## src/rtl/ft_ser_pkg.sv

```systemverilog
// ft_ser_pkg: shared constants and types for the FT result serializer.
//   FT_N      elements per result vector (stage-2 neuron count)
//   FT_ELEM_W element width in bits (Q6.10)
//   FT_IDXW   element index width
//   FT_CNT_W  occupancy counter width (0..2 buffered vectors)
package ft_ser_pkg;

    localparam int FT_N      = 8;
    localparam int FT_ELEM_W = 16;
    localparam int FT_IDXW   = 3;
    localparam int FT_CNT_W  = 2;

    typedef logic [FT_ELEM_W-1:0]      elem_t;
    typedef logic [FT_N*FT_ELEM_W-1:0] vec_t;

endpackage

```

## src/rtl/ft_result_serializer_elem_mux.sv

```systemverilog
// ft_elem_mux: combinational N:1 element selector.
// Ports:
//   vec  in  full result vector, element k at vec[k*FT_ELEM_W +: FT_ELEM_W]
//   idx  in  element index
//   elem out selected element
module ft_elem_mux
    import ft_ser_pkg::*;
(
    input  vec_t               vec,
    input  logic [FT_IDXW-1:0] idx,
    output elem_t              elem
);

    always_comb begin
        elem = vec[idx*FT_ELEM_W +: FT_ELEM_W];
    end

endmodule

```

## src/rtl/ft_result_serializer.sv

```systemverilog
// ft_result_serializer: captures a parallel result vector on a one-cycle
// valid pulse, holds up to two vectors (ping/pong) and streams them out one
// element per cycle over valid/ready.
// Optional build macro: FT_SER_DROPCNT_EN adds a saturating drop counter.
// Ports:
//   clk, reset          clock, synchronous active-high reset
//   y_in, y_valid       parallel result vector and its one-cycle strobe
//   in_ready            a buffer slot is free
//   drop                registered pulse: a y_valid was discarded
//   out_data/out_idx    current element and its index
//   out_valid/out_ready stream handshake
//   out_last            current element is the last of its vector
//   busy                at least one vector buffered
//   drop_cnt            (FT_SER_DROPCNT_EN only) saturating discard count
module ft_result_serializer
    import ft_ser_pkg::*;
(
    input  logic               clk,
    input  logic               reset,
    input  vec_t               y_in,
    input  logic               y_valid,
    output logic               in_ready,
    output logic               drop,
    output elem_t              out_data,
    output logic [FT_IDXW-1:0] out_idx,
    output logic               out_valid,
    input  logic               out_ready,
    output logic               out_last,
    output logic               busy
`ifdef FT_SER_DROPCNT_EN
    ,
    output logic [15:0]        drop_cnt
`endif
);

    localparam logic [FT_IDXW-1:0]  LAST_IDX = FT_IDXW'(FT_N - 1);
    localparam logic [FT_CNT_W-1:0] FULL     = FT_CNT_W'(2);

    vec_t                slot0;
    vec_t                slot1;
    vec_t                rd_vec;
    logic [FT_CNT_W-1:0] count;
    logic [FT_CNT_W-1:0] count_next;
    logic                wr_ptr;
    logic                rd_ptr;
    logic [FT_IDXW-1:0]  elem;
    logic                push;
    logic                drop_cond;
    logic                pop;
    logic                retire;

    // All decisions use the registered count, so a slot freed by a retire
    // this cycle cannot be reused by a push in the same cycle when full.
    assign push      = y_valid && (count != FULL);
    assign drop_cond = y_valid && (count == FULL);
    assign out_valid = (count != '0);
    assign pop       = out_valid && out_ready;
    assign retire    = pop && (elem == LAST_IDX);

    assign in_ready  = (count != FULL);
    assign busy      = (count != '0);
    assign out_idx   = elem;
    assign out_last  = out_valid && (elem == LAST_IDX);
    assign rd_vec    = rd_ptr ? slot1 : slot0;

    ft_elem_mux u_elem_mux (
        .vec  (rd_vec),
        .idx  (elem),
        .elem (out_data)
    );

    always_comb begin
        count_next = count;
        if (push && !retire) begin
            count_next = count + FT_CNT_W'(1);
        end else if (!push && retire) begin
            count_next = count - FT_CNT_W'(1);
        end
    end

    always_ff @(posedge clk) begin
        if (reset) begin
            count  <= '0;
            wr_ptr <= 1'b0;
            rd_ptr <= 1'b0;
            elem   <= '0;
            drop   <= 1'b0;
        end else begin
            count <= count_next;
            drop  <= drop_cond;
            if (push) begin
                wr_ptr <= ~wr_ptr;
            end
            if (retire) begin
                elem   <= '0;
                rd_ptr <= ~rd_ptr;
            end else if (pop) begin
                elem <= elem + FT_IDXW'(1);
            end
        end
    end

    // Slot storage is deliberately not reset.
    always_ff @(posedge clk) begin
        if (push && !reset) begin
            if (wr_ptr) begin
                slot1 <= y_in;
            end else begin
                slot0 <= y_in;
            end
        end
    end

`ifdef FT_SER_DROPCNT_EN
    always_ff @(posedge clk) begin
        if (reset) begin
            drop_cnt <= '0;
        end else if (drop_cond && (drop_cnt != 16'hFFFF)) begin
            drop_cnt <= drop_cnt + 16'd1;
        end
    end
`endif

endmodule

```

## config.mk

```make
export PLATFORM = sky130hd
export DESIGN_NAME = ft_result_serializer
export DESIGN_NICKNAME = d
export VERILOG_FILES = /design/src/rtl/ft_ser_pkg.sv /design/src/rtl/ft_result_serializer_elem_mux.sv /design/src/rtl/ft_result_serializer.sv
export SDC_FILE = /design/constraint.sdc
export NUM_CORES = 1
export LEC_CHECK = 0
export CORE_MARGIN = 1.5
export CORE_UTILIZATION = 48
export DETAILED_ROUTE_END_ITERATION = 8
export GPL_TIMING_DRIVEN = 1
export PLACE_DENSITY = 0.79
export SYNTH_ARGS = -nofsm -noshare
export SYNTH_HDL_FRONTEND = slang
export SYNTH_SLANG_ARGS = --single-unit
```

## constraint.sdc

```tcl
create_clock -name clk -period 15.9 [get_ports clk]
set_clock_uncertainty 0.1 [all_clocks]
set_input_delay 2.385 -clock clk [delete_from_list [all_inputs] [get_ports clk]]
set_output_delay 2.385 -clock clk [all_outputs]
set_load 0.005 [all_outputs]
```

==> key figures, run 1 <==
STA
  – Max-slew headroom: 21.28%
  – Crit path time final: 6055 ps
  – F_max: 0.1652 GHz
  – Final period util: 38.08%
  – Final Max Tran Viols: 0
  – Finish-stage setup viols: 0
  – Worst hold slack: 424.2 ps
  – Final hold violations: 0
  – Unrepaired setup endpoints after global routing: no
  – Measured slew at the worst slew-check pin: 1181 ps
  – Setup Total Neg Slack: 0 ps

Global route
  – Total grt overflow: 0
  – Largest net degree at the start of global routing: 92
  – Gr usage total: 19.40%
  – Initial antenna violation count: 6
  – Vias in the first global route: 5,350
  – First-pass GRT wire length: 31,330 um

Drt
  – Detailed-route via count: 5,052
  – TritonRoute pass-1 iters: 4
  – Vias per cell: 5.651
  – WL final: 21,000 um
  – DRC viols: 0
  – Initial DRC Count: 357
  – Post-route ant nets: 0
  – Routed len/inst: 23.49 um

Synth
  – Top area cells in the synthesized netlist: edfxtp_1 (76%), mux4_2 (9.2%), mux4_1 (6.0%), a22oi_1 (2.4%), dfxtp_1 (1.6%)
  – Synth Net Count: 573
  – Gate Count Post-Synth: 438
  – Warnings from Yosys: 0
  – Cell variety after synth: 29
  – Register area share after synthesis: 77.77%
  – FF+latch count, synth: 264
  – Avg Cell Area, Syn: 23.04 sq um
  – Synthesized area: 10,090 sq um
  – Synth top area share: 76.18%
  – Leading area contributor after synthesis: edfxtp_1

Setup path
  – WS Path Type: reg -> out
  – CP endpoint kind: output port
  – Crit Path Max Fanout: 45
  – CP max stage delay: 750 ps
  – CP max stage cell: buf_4
  – Crit start category: flip-flop
  – Critical-path cell list: buf_4, mux4_1, a22oi_1, nand2_1, clkdlybuf4s50_1
  – Worst Path Arrival: 3570 ps
  – Worst EP required: 13,410 ps

Floorplan
  – Die Width: 148.0 um
  – Die H: 148.0 um
  – Core region area: 20,430 sq um
  – I/O pin cnt: 156
  – Die area: 21,900 sq um
  – FP Rows: 52
  – Initial Util: 49.39%

Place
  – # port buffers: 155
  – HPWL after detailed placement: 13,890 um
  – Gp weighted congestion: 0.7939

Clock network
  – Clk Latency, worst-skew pair: 510 ps
  – Htree depth: 1
  – CTS Root Cell: clkbuf_16
  – CTS max path bufs: 3
  – CTS tree: done
  – Post-CTS Setup Inserts: 0
  – CTS Hold Bufs: 0
  – CTS Sinks: 264
  – Post_cts resized: 0
  – CTS clk-pin slew, worst paths: 60 ps
  – Total CTS buffers: 27

Layout
  – Final #Nets: 740
  – Area occupied by multi-input gates: 2073 sq um
  – Area Growth Syn to Fin: 25.26%
  – FF+latch area: 7855 sq um
  – # fillers: 1,414
  – Layout cells sized above 1: 14.31%

Min path
  – Worst min path class: reg -> reg

Run
  – Number of max-cap violations: 0

Power and ir drop
  – Total power after layout: 1.496 mW
  – Worst vdd ir: 0.09528 mV
  – Leakage: 4.035 nW
  – Power per cell area: 118.4 nW/um^2

Status
  – Status: finished, final reports clean
[flip-flops by register name (all words and copies together) (netlist names)]
name,flops
slot0,128
rd_ptr,1
out_idx,3
wr_ptr,1
drop,1
count,2
slot1,128
[per-layer routing]
layer | up-vias | track usage (%) | wire length, um
met4 | 4 | 5.347 | 518
li1 | 2219 | - | -
met5 | - | 0 | 26
met2 | 215 | 31.29 | 10270
met3 | 35 | 6.358 | 2324
met1 | 2579 | 25.60 | 7858
[metrics by stage]
stage / utilization, % / instances / setup WS, ps / area [sq um]
after global placement: 58.12 / 846 / 10400 / 11870
final: 61.87 / 894 / 9845 / 12640
after detailed placement: 58.12 / 846 / 10400 / 11870
after CTS: 61.84 / 892 / 9812 / 12630
after global routing: 61.84 / 892 / 9688 / 12630
after floorplan: - / 438 / 188.4 / 10090
[power breakdown]
| group | leakage, nW | switching [mW] | internal, mW |
|---|---|---|---|
| sequential | 2.41 | 0.0179 | 0.802 |
| combinational | 1.25 | 0.0532 | 0.0755 |
| clock | 0.371 | 0.239 | 0.309 |
| total | 4.04 | 0.310 | 1.19 |
[layout make-up]
cell class	count	share of cell area (%)
repair buffers	161	12.63
diodes	2	0.03960
flip-flops and latches	264	62.15
clock buffers	33	5.524
clock inverters	13	0.4950
well taps	270	2.673
inverters	3	0.08909
multi-input cells	148	16.40
[cells in the final DEF (no fill, tap or decap), types with 7 or more instances in the layout]
cell type,synthesis,final
edfxtp_1,256,256
clkdlybuf4s50_1,0,155
mux4_2,41,41
a22oi_1,32,32
clkbuf_16,0,27
mux4_1,23,23
nand2_1,19,19
clkinv_1,0,7
[kinds of logic (layout without fill, tap and decap cells)]
logic type | count (synthesis) | count (layout) | share of synthesized area, %
compound gates | 41 | 41 | 2.852
xor+xnor | 3 | 3 | 0.2604
fa+ha+maj | 3 | 3 | 0.3720
buf+inv | 26 | 210 | 1.860
flops | 264 | 264 | 77.77
mux | 64 | 64 | 15.14
other cells | 0 | 2 | 0
simple gates | 37 | 37 | 1.748
[Yosys cell counts (all sizes together)]
cell type  count
o211ai         1
and2           2
nor3           1
o21ai          3
or3            2
ha             3
clkbuf         7
nand3          1
buf           16
dfxtp          8
nand2         19
nor2b          3
a22oi         32
xor2           3
or3b           2
or2            1
nor4           2
edfxtp       256
mux4          64
a21oi          5
nor2           4
inv            3
[worst paths after layout]
check | startpoint | endpoint | slack (ps) | cells past startpoint
max | rd_ptr | out_data[13] | 9850 | 5
min | count[1] | count[1] | 420 | 2
min reg2reg | count[1] | count[1] | 420 | 2
max reg2reg | count[0] | slot0[57] | 13090 | 4
[worst max-delay path, delay by kind of cell, from the launching register on]
family / cells / cell delay, ps
compound gates: 1 / 410
buf+inv: 2 / 1230
flops: 1 / 610
mux: 1 / 650
simple gates: 1 / 120
No activity file was read; power rests on OpenSTA's default activity.
==> run 2, diff against run 1 <==
==> constraint.sdc (replaced) <==
create_clock -name clk -period 5.2 [get_ports clk]
set_clock_uncertainty 0.1 [all_clocks]
set_input_delay 0.78 -clock clk [delete_from_list [all_inputs] [get_ports clk]]
set_output_delay 0.78 -clock clk [all_outputs]
set_load 0.005 [all_outputs]
==> run 2 against run 1 <==
Compared with the run above: die area is the same; flip-flop and latch count is the same; global-route usage shrank 0.40 points; core utilization grew 0.25 points; first-iteration DRC count grew 21%; worst hold slack gained 22 ps; sequential share of layout area shrank 0.25 points; worst setup slack lost 8900 ps; critical path type unchanged; critical endpoint is now out_data[5].
==> key figures, run 2 (synthesis gave the netlist of run 1 again) <==
Setup path
  – FF-to-FF Start: out_idx[0]
  – CP max stage delay: 980 ps (+230 ps)
  – Crit path to: out_data[5]
  – Crit Path Max Fanout: 50 (+11%)
  – Worst Path Arrival: 3370 ps (-200 ps)
  – WP buf/inv: 2 (unchanged)
  – Worst path depth: 5 (unchanged)
  – Crit start category: flip-flop
  – CP max stage cell: dfxtp_4
  – CP endpoint kind: output port
  – Register-to-Register Setup Slack: 2550 ps (-10,540 ps)
  – Cell count of the worst reg-to-reg path: 6 (+2)
  – Crit path max-delay family: flip-flops
  – R2R Path End: count[1]
  – Worst EP required: 4320 ps (-9090 ps)
  – Critical-path cell list: buf_4, mux4_1, a22oi_1, nand2_1, clkdlybuf4s50_1
  – WS Path Type: reg -> out
  – CP startpoint: rd_ptr

Clock network
  – Clk Latency, worst-skew pair: 520 ps (about the same)
  – CTS tree: done
  – Post_cts resized: 0 (unchanged)
  – CTS max path bufs: 3 (unchanged)
  – CTS Hold Bufs: 0 (unchanged)
  – CTS Root Cell: clkbuf_16
  – CTS Sinks: 264 (unchanged)
  – Total CTS buffers: 27 (unchanged)
  – CTS clk-pin slew, worst paths: 60 ps (about the same)
  – Htree depth: 1 (unchanged)
  – Post-CTS Setup Inserts: 0 (unchanged)

STA
  – Measured slew at the worst slew-check pin: 1095 ps (-85.84 ps)
  – Finish-stage setup viols: 0 (unchanged)
  – Final hold violations: 0 (unchanged)
  – Setup ws final: 952.4 ps (-8893 ps)
  – Final period util: 81.68%
  – F_max: 0.2354 GHz
  – Max-slew headroom: 26.67% (+5.4 points)
  – Unrepaired setup endpoints after global routing: no
  – Crit path time final: 4248 ps
  – Final Max Tran Viols: 0 (unchanged)
  – Setup Total Neg Slack: 0 ps (unchanged)
  – Worst hold slack: 445.8 ps (+21.58 ps)

Layout
  – # diodes: 0 (-2)
  – Final Core Density: 62.12% (+0.25 points)
  – Most common cell after layout, fill and taps aside: edfxtp_1
  – Area Growth Syn to Fin: 25.77%
  – Layout cells sized above 1: 14.90% (+0.60 points)
  – Final #Nets: 741 (+0.14%)
  – Final non-filler cell total: 894 (unchanged)
  – Design Area, Final: 12,690 sq um (+0.41%)
  – Most frequent cells in the layout: edfxtp_1 (256), clkdlybuf4s50_1 (155), mux4_2 (41)

Place
  – HPWL after detailed placement: 13,330 um (-4.0%)
  – DP Cell Count: 847 (+0.12%)
  – Gp weighted congestion: 0.7336 (-7.6%)
  – Placement Setup Slack: 1448 ps (-8950 ps)
  – # port buffers: 155 (unchanged)
  – Cell Area, Placed: 11,900 sq um (+0.21%)

Power and ir drop
  – Power per cell area: 365.3 nW/um^2 (+210%)
  – Leakage: 4.057 nW (+0.54%)
  – Total power after layout: 4.635 mW (+210%)
  – Worst vdd ir: 0.2270 mV (+140%)

Floorplan
  – Core region area: 20,430 sq um (unchanged)
  – Die Width: 148.0 um (unchanged)
  – Die area: 21,900 sq um (unchanged)
  – Die H: 148.0 um (unchanged)
  – Initial Util: 49.39% (unchanged)
  – I/O pin cnt: 156 (unchanged)
  – FP Rows: 52 (unchanged)

Drt
  – DRC viols: 0 (unchanged)
  – Routed len/inst: 22.88 um (-2.6%)
  – WL final: 20,450 um (-2.6%)
  – TritonRoute pass-1 iters: 4 (unchanged)
  – Post-route ant nets: 0 (unchanged)
  – Detailed-route via count: 4,968 (-1.7%)
  – Vias per cell: 5.557 (-1.7%)
  – Initial DRC Count: 431 (+21%)

Global route
  – Gr usage total: 19.00% (-0.40 points)
  – Vias in the first global route: 5,415 (+1.2%)
  – First-pass GRT wire length: 30,950 um (-1.2%)
  – Largest net degree at the start of global routing: 69 (-25%)
  – Total grt overflow: 0 (unchanged)
  – Initial antenna violation count: 0 (-6)

Min path
  – WHS Path Cells: 2 (unchanged)
  – Worst min path class: reg -> reg

Run
  – Number of max-cap violations: 0 (unchanged)

Status
  – Status: finished, final reports clean
## run 2: cell types whose count changed in the layout (fill, tap and decap cells not counted), sizes merged
cell and change:
bufinv +1, buf +1, clkinvlp +1, inv -1, diode -2
## run 2: how the worst min path moves through the flow
stage / start / end / slack (ps)
6_report: wr_ptr / wr_ptr / 450
5_1_grt: wr_ptr / wr_ptr / 490
4_1_cts: wr_ptr / wr_ptr / 450
3_5_place_dp: wr_ptr / wr_ptr / 440
3_3_place_gp: count[1] / count[1] / 400
2_1_floorplan: count[1] / count[1] / 380
## run 2: report_power, final
| part | switching [mW] | leakage, nW | internal, mW | total [mW] |
|---|---|---|---|---|
| logic | 0.166 | 1.26 | 0.232 | 0.398 |
| clock network | 0.736 | 0.386 | 0.996 | 1.73 |
| registers | 0.0543 | 2.41 | 2.45 | 2.51 |
## run 2: routing by layer
layer	vias up	global-route usage, %	share of wire [%]
met5	-	0	0
met2	176	31.92	50
met4	0	4.554	2.0
met1	2549	26.15	41
met3	30	3.457	6.1
li1	2213	-	-
## run 2: worst min-delay path: cells and delay by family (launching register included)
kind | cells | cell delay, ps
AO/OA/AOI/OAI | 2 | 150
flip-flops | 1 | 340
## run 2: layout make-up
type | count | area [sq um]
Sequential cell | 264 | 7855
Tap cell | 270 | 337.8
Fill cell | 1447 | 7739
Multi-Input combinational cell | 148 | 2091
Clock inverter | 14 | 93.84
Clock buffer | 33 | 698.2
Inverter | 3 | 11.26
Timing Repair Buffer | 162 | 1604
